===== src/rtl/prng_pkg.sv =====
// Shared constants and FSM state type for the PRNG LFSR block.
package prng_pkg;

  localparam int MODE_GALOIS    = 0;
  localparam int MODE_FIBONACCI = 1;

  typedef enum logic [1:0] {
    IDLE    = 2'd0,
    RUN     = 2'd1,
    RECOVER = 2'd2
  } fsm_t;

endpackage


===== src/rtl/lfsr_step.sv =====
// Combinational single-step LFSR next-state function, Galois or Fibonacci.
module lfsr_step
  import prng_pkg::*;
#(
  parameter int               WIDTH = 6,
  parameter logic [WIDTH-1:0] TAPS  = 6'b100110,
  parameter int               MODE  = MODE_GALOIS
) (
  input  logic [WIDTH-1:0] cur,
  output logic [WIDTH-1:0] nxt
);

  generate
    if (MODE == MODE_FIBONACCI) begin : g_fib
      assign nxt = {cur[WIDTH-2:0], ^(cur & TAPS)};
    end else begin : g_galois
      // The feedback bit re-enters at bit 0, so TAPS[0] plays no part.
      assign nxt = {cur[WIDTH-2:0] ^ ({(WIDTH-1){cur[WIDTH-1]}} & TAPS[WIDTH-1:1]),
                    cur[WIDTH-1]};
    end
  endgenerate

endmodule


===== src/rtl/prng_lfsr.sv =====
// LFSR pseudo-random word source with valid/ready output, seed load and zero-seed recovery.
// Optional period detector enabled by defining PRNG_LFSR_PERIOD_EN.
module prng_lfsr
  import prng_pkg::*;
#(
  parameter int               WIDTH = 6,
  parameter logic [WIDTH-1:0] TAPS  = 6'b100110,
  parameter logic [WIDTH-1:0] SEED  = 6'b101101,
  parameter int               MODE  = MODE_GALOIS
) (
  input  logic             clk,
  input  logic             reset,
  input  logic             en,
  input  logic             load,
  input  logic [WIDTH-1:0] seed_in,
  input  logic             out_ready,
  output logic             out_valid,
  output logic [WIDTH-1:0] out_data,
  output logic             lockup
`ifdef PRNG_LFSR_PERIOD_EN
  ,
  output logic             period_done,
  output logic [WIDTH-1:0] period_count
`endif
);

  fsm_t             fsm, fsm_nxt;
  logic [WIDTH-1:0] state, state_nxt, step;
  logic             lockup_nxt;
  logic             adv;      // state advances by one LFSR step
  logic             clr;      // period counting restarts
  logic             reseed;   // state replaced by a new reference value
  logic             load_acc;

  lfsr_step #(.WIDTH(WIDTH), .TAPS(TAPS), .MODE(MODE)) u_step (
    .cur (state),
    .nxt (step)
  );

  assign load_acc  = load && (fsm != RECOVER);
  assign out_valid = (fsm == RUN);
  assign out_data  = state;

  // NOTE: every variable gets a default before the case so no latch is inferred.
  always_comb begin
    fsm_nxt    = fsm;
    state_nxt  = state;
    lockup_nxt = 1'b0;
    adv        = 1'b0;
    clr        = 1'b0;
    reseed     = 1'b0;
    unique case (fsm)
      IDLE: if (en) fsm_nxt = RUN;
      RUN: begin
        if (out_ready) begin
          state_nxt = step;
          adv       = 1'b1;
        end
        if (!en) fsm_nxt = IDLE;
      end
      RECOVER: begin
        state_nxt  = SEED;
        lockup_nxt = 1'b1;
        clr        = 1'b1;
        reseed     = 1'b1;
        fsm_nxt    = en ? RUN : IDLE;
      end
      default: fsm_nxt = IDLE;
    endcase
    // A zero seed is never written; the held state is replaced by SEED one cycle later.
    if (load_acc) begin
      adv = 1'b0;
      clr = 1'b1;
      if (seed_in != '0) begin
        state_nxt = seed_in;
        reseed    = 1'b1;
        fsm_nxt   = en ? RUN : IDLE;
      end else begin
        state_nxt = state;
        reseed    = 1'b0;
        fsm_nxt   = RECOVER;
      end
    end
  end

  // NOTE: sequential state uses non-blocking assignments so all registers update together.
  always_ff @(posedge clk or posedge reset) begin
    if (reset) begin
      fsm    <= IDLE;
      state  <= SEED;
      lockup <= 1'b0;
    end else begin
      fsm    <= fsm_nxt;
      state  <= state_nxt;
      lockup <= lockup_nxt;
    end
  end

`ifdef PRNG_LFSR_PERIOD_EN
  logic [WIDTH-1:0] cnt;
  logic [WIDTH-1:0] period_ref;

  always_ff @(posedge clk or posedge reset) begin
    if (reset) begin
      cnt          <= '0;
      period_ref   <= SEED;
      period_done  <= 1'b0;
      period_count <= '0;
    end else begin
      period_done <= 1'b0;
      if (clr) begin
        cnt <= '0;
        if (reseed) period_ref <= state_nxt;
      end else if (adv) begin
        if (step == period_ref) begin
          period_done  <= 1'b1;
          period_count <= cnt + WIDTH'(1);
          cnt          <= '0;
        end else begin
          cnt <= cnt + WIDTH'(1);
        end
      end
    end
  end
`else
  logic unused_period;
  assign unused_period = ^{adv, clr, reseed};
`endif

endmodule


===== config.mk =====
export PLATFORM = sky130hd
export DESIGN_NAME = prng_lfsr
export DESIGN_NICKNAME = d
export VERILOG_FILES = /design/src/rtl/prng_pkg.sv /design/src/rtl/lfsr_step.sv /design/src/rtl/prng_lfsr.sv
export SDC_FILE = /design/constraint.sdc
export NUM_CORES = 1
export LEC_CHECK = 0
export ABC_AREA = 1
export CORE_MARGIN = 10
export CORE_UTILIZATION = 37
export DETAILED_ROUTE_END_ITERATION = 8
export PLACE_DENSITY = 0.65
export RECOVER_POWER = 25
export SYNTH_ARGS = -nofsm -noshare
export SYNTH_HDL_FRONTEND = slang
export SYNTH_SLANG_ARGS = --single-unit

===== constraint.sdc =====
create_clock -name clk -period 1.2 [get_ports clk]
set_input_delay 0.12 -clock clk [delete_from_list [all_inputs] [get_ports clk]]
set_output_delay 0.12 -clock clk [all_outputs]
set_load 0.01 [all_outputs]

==> qor.yml <==
run_status: "finished clean"
antenna_cells_inserted: 0
fmax_ghz: 0.8579
grt_max_degree: 10
global_route.overflow_total: 0
max_slew_margin: 0.7589
drt_iter0_markers: 11
timing.rr.end: "out_data[1]"
tritoncts.num_buffers: 3
endpoints_failing_hold: 0
yosysWarnings: 0
cts.reportedPaths.clkPinSlew_ps: 60
areaGrowthSynthToFinish_pct: 56.96
antenna_violations_before_repair: 0
startpoint_of_the_most_critical_register_to_register_path: "fsm[1]"
powerDensity_mw_per_mm2: 1021
critPathMaxStageDelay_ps: 520
post-route-period-util: 0.9713
holdCritPathClass: "primary input to asynchronous set/reset pin"
power.share.sequential: 0.405
core_footprint_sq_mm: 0.001506
std_cell_rows: 14
period_needed_ps: 1166
slowest_cell_on_the_critical_path: "sky130_fd_sc_hd__dfstp_2"
power.internal_mw: 0.6438
die_area_sq_mm: 0.003569
timing.final.setup_violations: 0
part_of_the_total_power_dissipated_in_combinational_logic: 0.349
worst-endpoint-arrival_ps: 1050
root_buffer: "sky130_fd_sc_hd__clkbuf_4"
power.net_switching_mw: 0.2930
ant_nets: 0
layout-drive-gt1-share: 0.2810
initial_utilization: 0.3879
clk-insertion-delay-late_ps: 260
final-max-slew-violation-count: 0
number_of_global_route_vias_before_repair: 599
mean_post_synth_cell_area_sq_um: 6.565
rsz0062_at_grt: "true"
drv.max_cap_violation_count: 0
avgRoutedWirePerCell_microns: 11.49
cts.path.max_buffers: 2
dieHeight_microns: 59.74
clock_sink_count: 9
cp_max_fo: 2
critical_path.cell_chain: "dlygate4sd2_1"
worst-r2r-setup-slack_ps: 40
numPortBuffers: 18
post_synth_inst_count: 89
synth-seq-area-share: 0.3940
cp.buffers_inverters: 1
remaining_design_rule_violation_count: 0
cts-htree-levels: 1
gp_congestion: 0.8435
worst-r2r-cell-count: 7
cellLeakagePower_nw: 0.4995
totalWireLength_mm: 1.574
synth.cell_area_sq_um: 584.3
detail_route.first_pass.iterations: 4
postSynthNetCount: 100
sw_frac_of_total: 0.3128
cts_tree: "built"
placed_area_sq_um: 862.1
clock_power_share: 0.247
stdcell_area_sq_um: 917.1
yosysUniqueCellTypes: 16
synth.ff_latch_count: 9
endpoint_kind: "output pin"
floorplan.die.width_microns: 59.74
worst_slew_pin_slew_ps: 361.3
final_net_count: 133
track_usage: 0.09218
start_kind: "register"
grt_pass1_wl_mm: 2.532
total_power_mw: 0.9368
routed-via-count: 608
critPathKind: "register to output pin"
hpwlAfterDp_mm: 1.254
final.setup.tns_ps: 0
worst_path_dominant_cell_family: "flip-flops"
power.ir.vdd_worst_mv: 0.7936
finalClockSkew_ps: 4.223
io_pins: 19
routed_via_density: 4.438
worst_ep_required_time_ps: 1080
## through the flow
step	utilization	worst slack [ps]	std cells	hold WS, ps
floorplan	-	120.1	89	-54.94
global placement	0.5723	-142.9	133	411.6
detailed placement	0.5723	-146.9	133	413.4
CTS	0.5839	3.081	137	126.2
global route	0.6088	-41.83	137	298.9
finish	0.6088	34.40	137	258.8
## synth_stat cells
master | count | area [sq um]
sky130_fd_sc_hd__nand2_4 | 1 | 11.26
sky130_fd_sc_hd__nor2_1 | 16 | 60.06
sky130_fd_sc_hd__o21ai_4 | 1 | 16.27
sky130_fd_sc_hd__o31ai_1 | 1 | 7.510
sky130_fd_sc_hd__nand2_1 | 30 | 112.6
sky130_fd_sc_hd__nand3_1 | 8 | 40.04
sky130_fd_sc_hd__inv_1 | 11 | 41.29
sky130_fd_sc_hd__a21oi_1 | 1 | 5.000
sky130_fd_sc_hd__dfstp_2 | 4 | 105.1
sky130_fd_sc_hd__o21ai_0 | 2 | 10.01
sky130_fd_sc_hd__dfrtp_1 | 5 | 125.1
sky130_fd_sc_hd__buf_2 | 1 | 5.000
sky130_fd_sc_hd__nor2_2 | 3 | 18.77
sky130_fd_sc_hd__clkinv_1 | 1 | 3.750
sky130_fd_sc_hd__nand2_2 | 3 | 18.77
sky130_fd_sc_hd__inv_2 | 1 | 3.750
## flip-flops by register name, summed over array words and instances, names as in the netlist
name and count:
out_data 6, lockup 1, fsm 2
## power groups by stage
| stage | combinational (mW) | sequential [mW] | clock [mW] |
|---|---|---|---|
| floorplan | 0.132 | 0.408 | 0 |
| global placement | 0.336 | 0.382 | 0 |
| detailed placement | 0.336 | 0.382 | 0 |
| CTS | 0.314 | 0.376 | 0.245 |
| global route | 0.367 | 0.385 | 0.255 |
| finish | 0.327 | 0.379 | 0.231 |
## cell usage in the layout (no fill, tap or decap)
master,n
sky130_fd_sc_hd__nor2_4,2
sky130_fd_sc_hd__dlygate4sd2_1,4
sky130_fd_sc_hd__clkdlybuf4s50_1,8
sky130_fd_sc_hd__nand2_4,2
sky130_fd_sc_hd__nor2_2,1
sky130_fd_sc_hd__dlymetal6s2s_1,1
sky130_fd_sc_hd__buf_4,8
sky130_fd_sc_hd__clkbuf_4,3
sky130_fd_sc_hd__buf_6,3
sky130_fd_sc_hd__clkbuf_2,1
sky130_fd_sc_hd__inv_1,10
sky130_fd_sc_hd__o21ai_4,1
sky130_fd_sc_hd__o31ai_1,1
sky130_fd_sc_hd__inv_2,3
sky130_fd_sc_hd__dlygate4sd3_1,1
sky130_fd_sc_hd__o21ai_0,2
sky130_fd_sc_hd__a21oi_1,1
sky130_fd_sc_hd__nor2_1,16
sky130_fd_sc_hd__nand2_2,6
sky130_fd_sc_hd__nand3_1,8
sky130_fd_sc_hd__dfrtp_1,5
sky130_fd_sc_hd__clkbuf_1,1
sky130_fd_sc_hd__dfstp_2,4
sky130_fd_sc_hd__clkdlybuf4s15_1,3
sky130_fd_sc_hd__nand2_1,26
## metal layers
metal | vias to the layer above | global-route usage | wire length [microns]
li1 | 330 | - | -
met1 | 262 | 0.1028 | 658
met2 | 14 | 0.1426 | 752
met3 | 2 | 0.05297 | 151
met4 | 0 | 0.03205 | 11
met5 | - | 0 | 0
## final cells by class
type                    instances  area [sq um]
clock buffers                   4         26.28
fillers                       143         589.3
inverters                      13         48.80
multi-input cells              66         325.3
flip-flops and latches          9         230.2
well taps                      16         20.02
repair buffers                 29         266.5
## worst max path at each step
stage | from | endpoint | slack [ps] | depth (start not counted)
CTS | out_data[5] | out_data[5] | 3 | 1
global placement | load | out_data[0] | -140 | 6
detailed placement | load | out_data[0] | -150 | 6
finish | out_data[0] | out_data[0] | 30 | 1
floorplan | fsm[0] | out_data[1] | 120 | 8
global route | fsm[1] | out_data[1] | -40 | 7
## kinds of logic (layout without fill, tap and decap cells)
logic type      count (synthesis)  in the layout  synth area share
compound gates                  5              5           0.06639
simple gates                   61             61            0.4476
buf+inv                        14             46           0.09206
flops                           9              9            0.3940
## worst register-to-register path, delay by kind of cell, from the launching register on
family,cells,cell delay (ps)
AO/OA/AOI/OAI,1,210
buffers and inverters,2,190
flip-flops,1,380
AND/OR/NAND/NOR,4,280
## repair_timing
| item | CTS | global route |
|---|---|---|
| gates cloned | 0 | 0 |
| endpoints found under the setup margin | 8 | 10 |
| buffers inserted | 0 | 0 |
| hold buffers | 0 | 0 |
| pin swaps | 0 | 3 |
| gates resized for setup | 9 | 17 |
No activity file was read; power rests on OpenSTA's default activity.
==> RTL edit, RTL diff (config.mk and constraints unchanged) <==
`WIDTH` is set to 6 in 2 places; all go to 12.
--- a/src/rtl/lfsr_step.sv
+++ b/src/rtl/lfsr_step.sv
@@ -3,5 +3,5 @@
   import prng_pkg::*;
 #(
-  parameter int               WIDTH = 6,
+  parameter int               WIDTH = 12,
   parameter logic [WIDTH-1:0] TAPS  = 6'b100110,
   parameter int               MODE  = MODE_GALOIS
--- a/src/rtl/prng_lfsr.sv
+++ b/src/rtl/prng_lfsr.sv
@@ -4,5 +4,5 @@
   import prng_pkg::*;
 #(
-  parameter int               WIDTH = 6,
+  parameter int               WIDTH = 12,
   parameter logic [WIDTH-1:0] TAPS  = 6'b100110,
   parameter logic [WIDTH-1:0] SEED  = 6'b101101,
Interface: changed (resized out_data and seed_in); port bits go from 19 to 31. No check against the original RTL was run, so the function may have changed too.
==> RTL edit against the unedited design <==
- sequential power grew 63%
- final area up 62%
- sequential cell count up 6
- routed wire length rose by 76%
- power up 53%
- critical path depth grew 7
- non-clock buffer count increased by 28
- worst setup slack got worse by 0.0033 ns
- utilization fell by 0.33 points
- area after synthesis rose by 63%
- critical path type is now flip-flop to flip-flop
- critical endpoint is now out_data[10]
- largest cell class unchanged
==> RTL edit: results (changes against the unedited design) <==
Status: completed (unchanged)
Largest net degree at the start of global routing: 16 (was 10)
Number of global-route vias before repair: 1100 (was 599)
Endpoints failing hold: 0 (unchanged)
GR Util All Layers: 11.21% (was 9.218%)
Sw frac: 32.25% (was 31.28%)
Max reg flops: 12 (was 6)
Peak VDD IR: 0.6281 mV (was 0.7936 mV)
Routability congestion estimate: 0.8762 (was 0.8435)
Global-route wire length before repair: 4.767 mm (was 2.532 mm)
Root buf cell: clkbuf_4 (unchanged)
Post-synth top cells: 47 x nand2_1, 22 x nand3_1, 14 x nor2_1 (was 30 x nand2_1, 16 x nor2_1, 11 x inv_1)
Clock Skew: 0.006768 ns (was 0.004223 ns)
Detailed Route Iter0 Violations: 39 (was 11)
Synth unique cells: 15 (was 16)
Critical Path Max Stage Delay: 0.40 ns (was 0.52 ns)
Critical path's slowest cell: dfrtp_1 (was dfstp_2)
Pin slew with the least headroom to its limit: 0.8488 ns (was 0.3613 ns)
Clock Latency Late Sink: 0.28 ns (was 0.26 ns)
Mapped Nets: 151 (was 100)
Vias: 1031 (was 608)
Arrival @ worst endpoint: 1.40 ns (was 1.05 ns)
Reg clk slew, reported paths: 0.10 ns (was 0.06 ns)
Port Buf Inserts: 30 (was 18)
# nets final: 209 (was 133)
CP max FO: 12 (was 2)
Synth area leaders: dfrtp_1 29%, nand2_1 19%, nand3_1 12% (was dfrtp_1 21%, nand2_1 19%, dfstp_2 18%)
Worst Reg2Reg Path Length in Cells: 8 (was 7)
Seq/Total Area, Yosys: 40.05% (was 39.40%)
Pleak: 0.8177 nW (was 0.4995 nW)
DP HPWL: 2.066 mm (was 1.254 mm)
Routed WL per cell: 12.54 um (was 11.49 um)
Share of post-route cells with drive strength above 1: 33.51% (was 28.10%)
==> RTL edit: changes by cell type after synthesis, sizes merged <==
cell,before,now
a21oi,1,2
buf,1,5
clkinv,1,0
dfrtp,5,11
inv,12,10
nand2,34,62
nand3,8,22
nor2,19,17
o21ai,3,0
==> RTL edit: critical path, delay by kind of cell, from the launching register on <==
family | cells | cell delay [ns]
and+or+nand+nor | 7 | 0.65
buffers and inverters | 1 | 0.05
DFF | 1 | 0.40
==> RTL edit: through the flow <==
step | util (%) | area, um^2 | instances | setup WS, ns | power, mW
2_1_floorplan | - | 949.7 | 134 | 0.02993 | 0.8637
3_3_place_gp | 57.65 | 1415 | 211 | -0.2332 | 1.143
3_5_place_dp | 57.65 | 1415 | 211 | -0.2598 | 1.149
4_1_cts | 59.68 | 1465 | 219 | 0.0002688 | 1.439
5_1_grt | 60.55 | 1486 | 221 | -0.09018 | 1.535
6_report | 60.55 | 1486 | 221 | 0.03107 | 1.429
==> RTL edit: repair_timing <==
action | CTS | global route
pin swaps | 0 | 1
gates cloned | 1 | 0
endpoints found under the setup margin | 26 | 17
gates resized for setup | 23 | 7
buffers inserted | 3 | 2
==> RTL edit: logic make-up after synthesis <==
family	Yosys count	synth area share, %
flops	15	40.05
compound gates	3	1.845
buf+inv	15	7.905
simple gates	101	50.20
==> RTL edit: layout make-up <==
class	count	area, um^2
fillers	243	968.4
multi-input cells	105	514.2
repair buffers	57	488.0
flip-flops and latches	15	381.6
inverters	10	37.54
well taps	30	37.54
clock buffers	3	22.52
clock inverters	1	5.005
==> RTL edit: worst paths after layout <==
path | start | endpoint | slack (ns)
min reg2reg | out_data[10] | out_data[10] | 0.51
max | fsm[0] | out_data[10] | 0.03
min in group clk | en | fsm[0] | 0.41
max in group asynchronous | reset | out_data[11] | 0.25
max reg2reg | fsm[0] | out_data[10] | 0.03
min | reset | out_data[7] | 0.37
==> RTL edit: per-layer routing <==
metal / routed length [um] / global-route usage [%] / vias up
met5: 0 / 0 / -
met4: 24 / 3.226 / 0
met2: 1382 / 20.06 / 34
li1: - / - / 532
met1: 1140 / 12.17 / 461
met3: 224 / 3.905 / 4
==> RTL edit: power by group through the flow <==
stage | clock network (mW) | registers [mW] | logic [mW]
floorplan | 0 | 0.670 | 0.194
global placement | 0 | 0.640 | 0.503
detailed placement | 0 | 0.641 | 0.508
CTS | 0.307 | 0.619 | 0.512
global route | 0.324 | 0.630 | 0.580
finish | 0.295 | 0.618 | 0.516
